==> src/rtl/stage_1_2_pipe_if.sv <==
// Symbol-in / coded-out handshake bundle for the two-stage AV1 range/low update pipe.
interface stage_1_2_pipe_if #(
    parameter int unsigned RANGE_WIDTH  = 16,
    parameter int unsigned LOW_WIDTH    = 24,
    parameter int unsigned SYMBOL_WIDTH = 4,
    parameter int unsigned D_SIZE       = 5
);
    logic                    in_valid;
    logic                    in_ready;
    logic                    bool_mode;
    logic [RANGE_WIDTH-1:0]  FL;
    logic [RANGE_WIDTH-1:0]  FH;
    logic [SYMBOL_WIDTH-1:0] SYMBOL;
    logic [SYMBOL_WIDTH:0]   NSYMS;
    logic                    out_valid;
    logic                    out_ready;
    logic [RANGE_WIDTH-1:0]  range_out;
    logic [LOW_WIDTH-1:0]    low_out;
    logic                    carry_out;
    logic [D_SIZE-1:0]       d_out;

    modport master (output in_valid, bool_mode, FL, FH, SYMBOL, NSYMS, out_ready,
                    input  in_ready, out_valid, range_out, low_out, carry_out, d_out);
    modport slave  (input  in_valid, bool_mode, FL, FH, SYMBOL, NSYMS, out_ready,
                    output in_ready, out_valid, range_out, low_out, carry_out, d_out);
endinterface

==> src/rtl/stage_1_2_pipe.sv <==
// Two-stage AV1 arithmetic-encoder range/low update with internally fed-back coder state.
// Stage 1 registers probability terms; stage 2 multiplies, updates low and normalises range.
module stage_1_2_pipe #(
    parameter int unsigned RANGE_WIDTH  = 16,
    parameter int unsigned LOW_WIDTH    = 24,
    parameter int unsigned SYMBOL_WIDTH = 4,
    parameter int unsigned D_SIZE       = 5,
    parameter int unsigned MIN_PROB     = 4
) (
    input  logic            clk,
    input  logic            reset_n,
    input  logic            init,
    stage_1_2_pipe_if.slave bus
);
    localparam int unsigned PROD_WIDTH = 2 * RANGE_WIDTH;
    localparam int unsigned SUM_WIDTH  = LOW_WIDTH + 1;
    localparam logic [RANGE_WIDTH-1:0] RANGE_INIT = {1'b1, {(RANGE_WIDTH-1){1'b0}}};

    typedef struct packed {
        logic                   bool_mode;
        logic                   bit_val;
        logic                   comp;
        logic [RANGE_WIDTH-1:0] uu;
        logic [RANGE_WIDTH-1:0] vv;
        logic [RANGE_WIDTH-1:0] lut_u;
        logic [RANGE_WIDTH-1:0] lut_v;
    } s1_t;

    logic                   en_c;
    logic                   accept_c;
    logic                   s1_valid;
    s1_t                    s1;
    s1_t                    s1_next_c;
    logic [RANGE_WIDTH-1:0] range_q;
    logic [LOW_WIDTH-1:0]   low_q;
    logic                   out_valid_q;
    logic [RANGE_WIDTH-1:0] range_out_q;
    logic [LOW_WIDTH-1:0]   low_out_q;
    logic                   carry_out_q;
    logic [D_SIZE-1:0]      d_out_q;

    logic [RANGE_WIDTH-1:0] r8_c;
    logic [PROD_WIDTH-1:0]  prod_u_c;
    logic [PROD_WIDTH-1:0]  prod_v_c;
    logic [RANGE_WIDTH-1:0] u_c;
    logic [RANGE_WIDTH-1:0] v_c;
    logic [RANGE_WIDTH-1:0] r_c;
    logic [RANGE_WIDTH-1:0] r_norm_c;
    logic [SUM_WIDTH-1:0]   low_sum_c;
    logic [D_SIZE-1:0]      msb_c;
    logic [D_SIZE-1:0]      d_c;

    // A stalled output freezes the whole pipe, including the fed-back state.
    assign en_c         = ~out_valid_q | bus.out_ready;
    assign bus.in_ready = en_c & ~init;
    assign accept_c     = bus.in_valid & bus.in_ready;

    assign bus.out_valid = out_valid_q;
    assign bus.range_out = range_out_q;
    assign bus.low_out   = low_out_q;
    assign bus.carry_out = carry_out_q;
    assign bus.d_out     = d_out_q;

    // Stage 1: probability terms; NSYMS-s equals N-(s-1).
    always_comb begin
        s1_next_c           = '0;
        s1_next_c.bool_mode = bus.bool_mode;
        s1_next_c.bit_val   = bus.SYMBOL[0];
        s1_next_c.vv        = bus.FH >> 6;
        if (bus.bool_mode) begin
            s1_next_c.lut_v = RANGE_WIDTH'(MIN_PROB);
        end else begin
            s1_next_c.comp  = bus.FL < RANGE_INIT;
            s1_next_c.uu    = bus.FL >> 6;
            s1_next_c.lut_u = RANGE_WIDTH'(MIN_PROB)
                            * (RANGE_WIDTH'(bus.NSYMS) - RANGE_WIDTH'(bus.SYMBOL));
            s1_next_c.lut_v = RANGE_WIDTH'(MIN_PROB)
                            * (RANGE_WIDTH'(bus.NSYMS) - RANGE_WIDTH'(bus.SYMBOL) - RANGE_WIDTH'(1));
        end
    end

    // Stage 2: range split, low update and leading-zero normalisation.
    always_comb begin
        r8_c      = range_q >> 8;
        prod_u_c  = PROD_WIDTH'(r8_c) * PROD_WIDTH'(s1.uu);
        prod_v_c  = PROD_WIDTH'(r8_c) * PROD_WIDTH'(s1.vv);
        u_c       = RANGE_WIDTH'(prod_u_c >> 1) + s1.lut_u;
        v_c       = RANGE_WIDTH'(prod_v_c >> 1) + s1.lut_v;
        low_sum_c = {1'b0, low_q};
        r_c       = range_q - v_c;
        if (s1.bool_mode) begin
            if (s1.bit_val) begin
                low_sum_c = {1'b0, low_q} + SUM_WIDTH'(range_q) - SUM_WIDTH'(v_c);
                r_c       = v_c;
            end
        end else if (s1.comp) begin
            low_sum_c = {1'b0, low_q} + SUM_WIDTH'(range_q) - SUM_WIDTH'(u_c);
            r_c       = u_c - v_c;
        end
        msb_c = '0;
        for (int i = 0; i < RANGE_WIDTH; i++) begin
            if (r_c[i]) msb_c = D_SIZE'(i);
        end
        d_c      = D_SIZE'(RANGE_WIDTH - 1) - msb_c;
        r_norm_c = r_c << d_c;
    end

    always_ff @(posedge clk or negedge reset_n) begin
        if (!reset_n) begin
            range_q     <= RANGE_INIT;
            low_q       <= '0;
            s1_valid    <= 1'b0;
            s1          <= '0;
            out_valid_q <= 1'b0;
            range_out_q <= '0;
            low_out_q   <= '0;
            carry_out_q <= 1'b0;
            d_out_q     <= '0;
        end else if (init) begin
            range_q     <= RANGE_INIT;
            low_q       <= '0;
            s1_valid    <= 1'b0;
            out_valid_q <= 1'b0;
        end else if (en_c) begin
            s1_valid <= accept_c;
            if (accept_c) s1 <= s1_next_c;
            if (s1_valid) begin
                range_out_q <= r_norm_c;
                low_out_q   <= low_sum_c[LOW_WIDTH-1:0];
                carry_out_q <= low_sum_c[LOW_WIDTH];
                d_out_q     <= d_c;
                out_valid_q <= 1'b1;
                range_q     <= r_norm_c;
                low_q       <= low_sum_c[LOW_WIDTH-1:0] << d_c;
            end else begin
                out_valid_q <= 1'b0;
            end
        end
    end
endmodule

==> src/flat_wrapper.sv <==
// flat-port wrapper written by rule: the top's interface ports become plain ports
module stage_1_2_pipe_flat 
#(
    parameter int unsigned RANGE_WIDTH  = 16,
    parameter int unsigned LOW_WIDTH    = 24,
    parameter int unsigned SYMBOL_WIDTH = 4,
    parameter int unsigned D_SIZE       = 5,
    parameter int unsigned MIN_PROB     = 4
)
  (clk, reset_n, init, bus_in_valid, bus_bool_mode, bus_FL, bus_FH, bus_SYMBOL, bus_NSYMS, bus_out_ready, bus_in_ready, bus_out_valid, bus_range_out, bus_low_out, bus_carry_out, bus_d_out);
  stage_1_2_pipe_if #(.RANGE_WIDTH(RANGE_WIDTH), .LOW_WIDTH(LOW_WIDTH), .SYMBOL_WIDTH(SYMBOL_WIDTH), .D_SIZE(D_SIZE)) bus_i ();
  input  logic clk;
  input  logic reset_n;
  input  logic init;
  input wire logic [$bits(bus_i.in_valid)-1:0] bus_in_valid;
  input wire logic [$bits(bus_i.bool_mode)-1:0] bus_bool_mode;
  input wire logic [$bits(bus_i.FL)-1:0] bus_FL;
  input wire logic [$bits(bus_i.FH)-1:0] bus_FH;
  input wire logic [$bits(bus_i.SYMBOL)-1:0] bus_SYMBOL;
  input wire logic [$bits(bus_i.NSYMS)-1:0] bus_NSYMS;
  input wire logic [$bits(bus_i.out_ready)-1:0] bus_out_ready;
  output wire logic [$bits(bus_i.in_ready)-1:0] bus_in_ready;
  output wire logic [$bits(bus_i.out_valid)-1:0] bus_out_valid;
  output wire logic [$bits(bus_i.range_out)-1:0] bus_range_out;
  output wire logic [$bits(bus_i.low_out)-1:0] bus_low_out;
  output wire logic [$bits(bus_i.carry_out)-1:0] bus_carry_out;
  output wire logic [$bits(bus_i.d_out)-1:0] bus_d_out;
  assign bus_i.in_valid = bus_in_valid;
  assign bus_i.bool_mode = bus_bool_mode;
  assign bus_i.FL = bus_FL;
  assign bus_i.FH = bus_FH;
  assign bus_i.SYMBOL = bus_SYMBOL;
  assign bus_i.NSYMS = bus_NSYMS;
  assign bus_i.out_ready = bus_out_ready;
  assign bus_in_ready = bus_i.in_ready;
  assign bus_out_valid = bus_i.out_valid;
  assign bus_range_out = bus_i.range_out;
  assign bus_low_out = bus_i.low_out;
  assign bus_carry_out = bus_i.carry_out;
  assign bus_d_out = bus_i.d_out;
  stage_1_2_pipe #(.RANGE_WIDTH(RANGE_WIDTH), .LOW_WIDTH(LOW_WIDTH), .SYMBOL_WIDTH(SYMBOL_WIDTH), .D_SIZE(D_SIZE), .MIN_PROB(MIN_PROB)) u_core (.clk(clk), .reset_n(reset_n), .init(init), .bus(bus_i));
endmodule
==> config.mk <==
export PLATFORM = sky130hd
export DESIGN_NAME = stage_1_2_pipe_flat
export DESIGN_NICKNAME = d
export VERILOG_FILES = /design/src/rtl/stage_1_2_pipe_if.sv /design/src/rtl/stage_1_2_pipe.sv /design/src/flat_wrapper.sv
export SDC_FILE = /design/constraint.sdc
export NUM_CORES = 1
export LEC_CHECK = 0
export CORE_UTILIZATION = 29
export DETAILED_ROUTE_END_ITERATION = 7
export DONT_BUFFER_PORTS = 1
export SYNTH_ARGS = -nofsm -noshare
export SYNTH_HDL_FRONTEND = slang
export SYNTH_SLANG_ARGS = --single-unit
==> constraint.sdc <==
create_clock -name clk -period 12.9 [get_ports clk]
set_clock_uncertainty 0.15 [all_clocks]
set_input_delay 2.58 -clock clk [delete_from_list [all_inputs] [get_ports clk]]
set_output_delay 2.58 -clock clk [all_outputs]
set_load 0.02 [all_outputs]
==> results.cfg, run 1 <==
[clock_network]
hold_buffers = 0
clkTransAtPathRegs_ns = 0.08
tritoncts = done
cts_setup_buffers = 0
clk_latency_ns = 0.46
clock_sinks = 128
htreeDepth = 4
clock_path_buffers = 2
cts-root-buf = clkbuf_16
cts_resized = 0
cts_made_buffers = 17

[sta]
setup_viol = 0
rsz0062_at_grt = no
clock.fmax_mhz = 94.6
min_period_ns = 10.57
fin_ws_ns = 2.33
whs_ns = 0.341
tightest_slew_ns = 1.12
hold_viol = 0
final_max_slew_viol_count = 0
slew_headroom = 0.254
finalCritPeriodShare = 0.819
fin_setup_tns_ns = 0

[layout]
ff_latch_area_sq_mm = 0.00320
nets = 2501
diodes = 0
fillCellCount = 6678
drive_above_1_share = 0.0592
multi_input_area_sq_mm = 0.0141
area_growth_pct = 7.94

[floorplanning]
die_w_microns = 254
die_h_microns = 254
num_rows = 91
initial_core_util = 0.296
io_pins = 95
core_area_sq_mm = 0.0622
die_area_sq_mm = 0.0645

[worst_setup_path]
arrival_ns = 10.77
worstReg2RegEnd = u_core.range_q[13]$_DFFE_PN0P_
path_buf_inv = 4
cp.required_ns = 13.10
r2r-start = u_core.range_q[10]$_DFFE_PN0P_
slowest_delay_ns = 0.87
cpMostUsedCell = fa_1
crit_type = flip-flop to flip-flop
slowest_stage = dfrtp_1
critPathTopFamily = adder cells
worstRegToRegCells = 34
rrSetupSlack_ns = 2.33
crit_path_start_kind = flip-flop
endpoint_kind = flip-flop
critPathMaxFanout = 55

[logic_synthesis]
synthArstFlopShare = 1.00
synth_top_area_frac = 0.173
synth_edf_count = 0
syn_inst = 2232
synth_common_cells = nand2_1, inv_1, ha_1
synth_top_cell_by_area = dfrtp_1
avgSynthCellArea_sq_um = 8.24
synth.distinct_cells = 104
synth_nets = 2551
ys.flop_type = dfrtp_1
ys_warn_count = 0
syn_area_sq_mm = 0.0184
synth-seq-area-share = 0.174
yosys_register_bits = 128
synth_most_common_cell = nand2_1
yosys-top-cells-area = dfrtp_1, ha_1, fa_1

[detailed_routing]
drc = 0
vias = 16100
drt_first_iter_violations = 1260
ant_nets = 0
dr.pass1.iters = 7
via_per_inst = 5.30
routedWlPerCell_microns = 18.4
routed_wl_microns = 55900

[grt]
grt_pass1_wl_microns = 88900
grt_use_total = 0.177
antenna_found_initial = 2
gr-total-overflow = 0
grt_pass1_vias = 16000
grt_max_degree = 129

[placement]
io_buffers = 0
gp_congestion = 0.887
post-place-ws_ns = 2.47
dpl.hpwl_microns = 43000

[worst_hold_path]
holdPathEnd = u_core.s1[18]$_DFFE_PN0P_
hp-class = flip-flop to flip-flop
holdCritStartpoint = u_core.s1[18]$_DFFE_PN0P_
hold_depth = 1

[flow_run]
cap_violations = 0

[status]
status = completed
==> cell families (layout without fill, tap and decap cells) <==
family	after synthesis	count (layout)	share of synthesized area
other	1	1	0.000204
buffers and inverters	293	256	0.0639
muxes	116	116	0.0662
DFF	128	128	0.174
AOI/OAI and AO/OA	571	571	0.210
adders and majority gates	280	280	0.231
xor gates and xnor gates	132	132	0.0656
and+or+nand+nor	711	711	0.189
==> state kept, by name, summed over array words and instances, names as in the netlist <==
register,cells
u_core.s1_valid,1
u_core.bus.range_out,16
u_core.bus.d_out,4
u_core.s1,41
u_core.low_q,24
u_core.bus.out_valid,1
u_core.bus.low_out,24
u_core.range_q,16
u_core.bus.carry_out,1
==> cell type report <==
type                       instances  share of cell area
timing repair buffer              25             0.00945
multi-input combinational       1811               0.707
tap                              837              0.0527
sequential                       128               0.161
clock inverter                    15              0.0100
inverter                         199              0.0376
clock buffer                      17              0.0214
==> through the flow <==
stage	area, sq um	utilization	cells
6_report	19900	0.319	3032
5_1_grt	19900	0.319	3032
4_1_cts	19900	0.319	3032
3_5_place_dp	19200	0.309	3000
3_3_place_gp	19200	0.309	3000
2_1_floorplan	18400	-	2232
==> routing by layer <==
metal,global-route usage,vias to the layer above,share of wire
met5,0,-,0
met4,0.0435,0,0.014
met3,0.0313,45,0.062
met2,0.278,457,0.45
met1,0.250,7855,0.48
li1,-,7727,-
==> worst register-to-register path: cells and delay by family, from the launching register on <==
family | cells | cell delay, ns
buf+inv | 4 | 0.77
simple gates | 8 | 1.86
flops | 1 | 0.87
fa+ha+maj | 7 | 3.38
xor+xnor | 1 | 0.14
mux | 3 | 0.94
compound gates | 11 | 2.34
==> cells in the final DEF, fill, tap and decap left out, types with 39 or more instances in the layout <==
master   Yosys  routed
inv_1      197     197
fa_1       102     102
o21ai_0    115     115
nor3_1      47      47
nand3_1     45      45
and2_1     125     125
mux2i_1     83      83
dfrtp_1    127     127
xor2_1      39      39
ha_1       170     170
xnor2_1     89      89
a21oi_1    121     119
a21o_1      63      63
nor2_1     118     118
nand2_1    250     248
==> worst max-delay path by stage <==
| stage | end | start | depth (start not counted) | slack (ns) |
|---|---|---|---|---|
| floorplan | u_core.low_q[14]$_DFFE_PN0P_ | u_core.range_q[15]$_DFFE_PN1P_ | 40 | 3.88 |
| global placement | u_core.bus.range_out[7]$_DFFE_PN0P_ | u_core.range_q[10]$_DFFE_PN0P_ | 34 | 2.57 |
| detailed placement | u_core.bus.range_out[13]$_DFFE_PN0P_ | u_core.range_q[10]$_DFFE_PN0P_ | 34 | 2.47 |
| CTS | u_core.bus.range_out[13]$_DFFE_PN0P_ | u_core.range_q[10]$_DFFE_PN0P_ | 34 | 2.43 |
| global route | u_core.bus.range_out[13]$_DFFE_PN0P_ | u_core.range_q[10]$_DFFE_PN0P_ | 34 | 1.72 |
| finish | u_core.range_q[13]$_DFFE_PN0P_ | u_core.range_q[10]$_DFFE_PN0P_ | 34 | 2.33 |
Power of run 1 is not shown: default switching activity piles up to over one toggle a cycle in this logic, so the estimate is an artifact.
==> run 2: changes to the inputs <==
==> constraint.sdc (replaced) <==
create_clock -name clk -period 10.45 [get_ports clk]
set_clock_uncertainty 0.15 [all_clocks]
set_input_delay 2.09 -clock clk [delete_from_list [all_inputs] [get_ports clk]]
set_output_delay 2.09 -clock clk [all_outputs]
set_load 0.02 [all_outputs]
==> run 2 against run 1 <==
  * Global-route usage grew 0.11 points
  * Die area is the same
  * Setup slack worse by 1.8 ns
  * Sequential cell count unchanged
  * Hold slack worse by 0.0051 ns
  * Sequential share of layout area fell by 0.11 points
  * Register-to-register slack got worse by 1.8 ns
  * Critical path depth did not move
  * Non-clock buffer count rose by 17
  * Critical path type unchanged
  * Critical endpoint is now u_core.range_q[15]$_DFFE_PN1P_
  * Largest cell class unchanged
  * Highest routed layer unchanged
==> results.cfg, run 2 (synthesis gave the netlist of run 1 again) <==
[layout]
final_cell_mix = nand2_1, inv_1, ha_1, dfrtp_1, and2_1
area_growth_pct = 8.66
top_register = u_core.s1
nets = 2519
fillCellCount = 6682
final_common_cell = nand2_1
multi_input_area_sq_mm = 0.0141
diodes = 0
ff_latch_area_sq_mm = 0.00320
largest_reg_flops = 41
drive_above_1_share = 0.0664

[sta]
rsz0062_at_grt = no
final_max_slew_viol_count = 0
min_period_ns = 9.95
tightest_slew_ns = 1.21
slew_headroom = 0.174
fin_setup_tns_ns = 0
clock.fmax_mhz = 100
finalCritPeriodShare = 0.952
hold_viol = 0
setup_viol = 0

[clock_network]
clock_sinks = 128
tritoncts = done
hold_buffers = 0
htreeDepth = 4
clk_latency_ns = 0.47
clkTransAtPathRegs_ns = 0.08
clock_path_buffers = 2
cts_made_buffers = 17
cts-root-buf = clkbuf_16

[worst_hold_path]
hp-class = flip-flop to flip-flop
hold_depth = 1

[placement]
gp_congestion = 0.920
io_buffers = 0
dpl.hpwl_microns = 43200

[detailed_routing]
wl_met2_microns = 24600
ant_nets = 0
via_per_inst = 5.28
routed_wl_microns = 55800
wl_met1_microns = 26700
drc = 0
drt_first_iter_violations = 1220
top_layer_used = met4
dr.pass1.iters = 5
vias = 16100
met3_wirelength_microns = 3450
routedWlPerCell_microns = 18.3

[status]
status = completed

[floorplanning]
io_pins = 95
die_area_sq_mm = 0.0645
num_rows = 91
core_area_sq_mm = 0.0622
die_h_microns = 254
initial_core_util = 0.296
die_w_microns = 254

[grt]
grt_max_degree = 129
gr-total-overflow = 0
grt_pass1_wl_microns = 89700
antenna_found_initial = 1
grt_pass1_vias = 15800
grt_use_total = 0.179

[worst_setup_path]
slowest_delay_ns = 0.59
cp.required_ns = 10.61
endpoint_kind = flip-flop
crit_type = flip-flop to flip-flop
arrival_ns = 10.11
slowest_stage = ha_1
worstRegToRegCells = 34
crit_path_start_kind = flip-flop
critPathMaxFanout = 17
cpMostUsedCell = ha_1

[flow_run]
cap_violations = 0
==> run 2: changes by cell type in the layout (fill, tap and decap cells not counted), sizes merged <==
cell      previous run  this run
buf                 25        42
clkinv               3         5
inv                205       203
a21boi               5         6
clkbuf              17        18
clkinvlp             3         2
==> run 2: area by class of cell <==
type,instances,share of cell area
tap,837,0.0524
sequential,128,0.160
clock inverter,14,0.00901
timing repair buffer,42,0.0160
inverter,199,0.0374
clock buffer,18,0.0215
multi-input combinational,1812,0.704
==> run 2: timing repair <==
action | CTS | global route
buffers inserted | 0 | 0
gates resized for setup | 0 | 1
endpoints found under the setup margin | 0 | 8
==> run 2: layer usage <==
layer | up-vias | track usage
met2 | 510 | 0.279
met1 | 7774 | 0.256
met5 | - | 0
met4 | 0 | 0.0465
li1 | 7768 | -
met3 | 59 | 0.0249
==> run 2: final timing paths <==
check	from	to	slack, ns
min in group asynchronous	reset_n	u_core.s1[50]$_DFFE_PN0P_	1.17
max in group asynchronous	reset_n	u_core.bus.low_out[16]$_DFFE_PN0P_	8.56
worst min register to register	u_core.s1[18]$_DFFE_PN0P_	u_core.s1[18]$_DFFE_PN0P_	0.34
worst max register to register	u_core.range_q[10]$_DFFE_PN0P_	u_core.range_q[15]$_DFFE_PN1P_	0.50
worst max-delay path	u_core.range_q[10]$_DFFE_PN0P_	u_core.range_q[15]$_DFFE_PN1P_	0.50
worst min-delay path	u_core.s1[18]$_DFFE_PN0P_	u_core.s1[18]$_DFFE_PN0P_	0.34
==> run 2: per-stage QoR <==
| stage | utilization | std cells | area, sq um | setup slack (ns) | hold slack, ns |
|---|---|---|---|---|---|
| 6_report | 0.322 | 3050 | 20000 | 0.498 | 0.336 |
| 2_1_floorplan | - | 2232 | 18400 | 1.43 | 0.303 |
| 4_1_cts | 0.321 | 3049 | 20000 | 0.633 | 0.339 |
| 3_5_place_dp | 0.312 | 3017 | 19400 | 0.681 | 0.325 |
| 5_1_grt | 0.322 | 3050 | 20000 | 0.0385 | 0.365 |
| 3_3_place_gp | 0.312 | 3017 | 19400 | 0.739 | 0.319 |
==> run 2: worst max-delay path: cells and delay by family, from the launching register on <==
family,cells,cell delay (ns)
adders and majority gates,7,3.15
AOI/OAI and AO/OA,9,2.20
and+or+nand+nor,9,2.00
muxes,4,1.33
DFF,1,0.43
buffers and inverters,4,0.41
xor gates and xnor gates,1,0.09
Power of run 2 is left out for the same reason.
==> run 3: changes to the inputs <==
--- a/config.mk
+++ b/config.mk
@@ -5,9 +5,10 @@
 export SDC_FILE = /design/constraint.sdc
 export NUM_CORES = 1
 export LEC_CHECK = 0
-export CORE_UTILIZATION = 29
+export CORE_UTILIZATION = 63
 export DETAILED_ROUTE_END_ITERATION = 7
 export DONT_BUFFER_PORTS = 1
+export PLACE_DENSITY = 0.79
 export SYNTH_ARGS = -nofsm -noshare
 export SYNTH_HDL_FRONTEND = slang
 export SYNTH_SLANG_ARGS = --single-unit
==> run 3 against run 2 <==
  * Sequential cell count stayed put
  * Die area is 54% lower
  * Sequential share of layout area is 0.44 points higher
  * Non-clock buffer count is 1 higher
  * Critical path depth is 1 higher
==> results.cfg, run 3 (synthesis gave the netlist of run 1 again) <==
[worst_hold_path]
hp-class = flip-flop to flip-flop
holdCritStartpoint = u_core.s1[18]$_DFFE_PN0P_
holdPathEnd = u_core.s1[18]$_DFFE_PN0P_
hold_depth = 1

[clock_network]
cts-root-buf = clkbuf_16
clk_latency_ns = 0.46
hold_buffers = 0
cts_made_buffers = 17
clkTransAtPathRegs_ns = 0.07
htreeDepth = 4
clock_sinks = 128
clock_path_buffers = 2
tritoncts = done

[floorplanning]
initial_core_util = 0.641
die_area_sq_mm = 0.0299
die_w_microns = 173
core_area_sq_mm = 0.0287
num_rows = 62
io_pins = 95
die_h_microns = 173

[sta]
slew_headroom = 0.241
final_max_slew_viol_count = 0
fin_setup_tns_ns = 0
hold_viol = 0
min_period_ns = 9.95
setup_viol = 0
clock.fmax_mhz = 101
finalCritPeriodShare = 0.952
rsz0062_at_grt = no
tightest_slew_ns = 1.14

[layout]
fillCellCount = 2366
drive_above_1_share = 0.0673
final_cell_mix = nand2_1, inv_1, ha_1, dfrtp_1, and2_1
fin_util = 0.678
final_common_cell = nand2_1
area_growth_pct = 5.75
multi_input_area_sq_mm = 0.0140
largest_reg_flops = 41
ff_latch_area_sq_mm = 0.00320
nets = 2519
top_register = u_core.s1

[grt]
gr-total-overflow = 0
grt_pass1_vias = 17000
grt_pass1_wl_microns = 88100
grt_max_degree = 129
antenna_found_initial = 1
grt_use_total = 0.372

[detailed_routing]
dr.pass1.iters = 6
via_per_inst = 6.47
routedWlPerCell_microns = 21.2
ant_nets = 0
drc = 0
vias = 16800
routed_wl_microns = 55000
drt_first_iter_violations = 1540

[worst_setup_path]
worstReg2RegEnd = u_core.range_q[10]$_DFFE_PN0P_
arrival_ns = 10.10
crit_type = flip-flop to flip-flop
crit_path_start_kind = flip-flop
slowest_stage = a21oi_2
cp.required_ns = 10.60
rrSetupSlack_ns = 0.50
critPathMaxFanout = 16
slowest_delay_ns = 0.57
worstRegToRegCells = 35
critPathTopFamily = compound AO/OA/AOI/OAI gates
path_buf_inv = 2
endpoint_kind = flip-flop
r2r-start = u_core.range_q[10]$_DFFE_PN0P_

[placement]
dpl.hpwl_microns = 42000
gp_congestion = 1.01
io_buffers = 0

[flow_run]
cap_violations = 0

[status]
status = completed
## run 3: changes by cell type in the layout (fill, tap and decap cells not counted), moves of 2 or more
cell | before | now
clkinv_4 | 3 | 1
inv_8 | 0 | 2
inv_6 | 5 | 7
buf_12 | 0 | 2
## run 3: worst reg2reg max path: cells and delay by family, from the launching register on
family          cells  cell delay [ns]
xor+xnor            3             0.62
buf+inv             2             0.45
fa+ha+maj           8             2.93
simple gates        6             1.37
compound gates     16             3.73
flops               1             0.54
## run 3: layout make-up
type	count	area share
Multi-Input combinational cell	1811	0.722
Clock buffer	18	0.0226
Sequential cell	128	0.165
Antenna cell	1	0.000129
Tap cell	384	0.0247
Clock inverter	14	0.00977
Timing Repair Buffer	43	0.0179
Inverter	199	0.0384
## run 3: per-stage QoR
stage	worst slack [ns]	cell area (sq um)	std cells	hold WS [ns]
global route	0.0370	19500	2597	0.369
finish	0.501	19500	2598	0.334
detailed placement	0.643	18800	2561	0.322
global placement	0.811	18800	2561	0.315
CTS	0.558	19400	2593	0.335
floorplan	1.43	18400	2232	0.303
## run 3: timing repair
item                       4_1_cts  5_1_grt
hold endpoints to repair         0        0
resized for setup                0        1
setup buffers                    0        4
setup endpoints to repair        0       12
## run 3: worst max path at each step
stage                                         startpoint                        endpoint  slack, ns  cells after the start
after floorplan           u_core.range_q[15]$_DFFE_PN1P_    u_core.low_q[14]$_DFFE_PN0P_       1.43                     40
after global placement    u_core.range_q[10]$_DFFE_PN0P_    u_core.low_q[14]$_DFFE_PN0P_       0.81                     34
after detailed placement  u_core.range_q[10]$_DFFE_PN0P_    u_core.low_q[14]$_DFFE_PN0P_       0.64                     34
after CTS                 u_core.range_q[10]$_DFFE_PN0P_    u_core.low_q[10]$_DFFE_PN0P_       0.56                     34
after global routing      u_core.range_q[10]$_DFFE_PN0P_    u_core.low_q[14]$_DFFE_PN0P_       0.04                     35
final                     u_core.range_q[10]$_DFFE_PN0P_  u_core.range_q[10]$_DFFE_PN0P_       0.50                     35
## run 3: per-layer routing
layer  vias up  GRT usage  wire length, microns
met5         -          0                     0
met3       180     0.0686                  4320
met1      8107      0.455                 22000
li1       7765          -                     -
met4         0      0.199                  2840
met2       746      0.623                 25900
Power of run 3 is left out for the same reason.
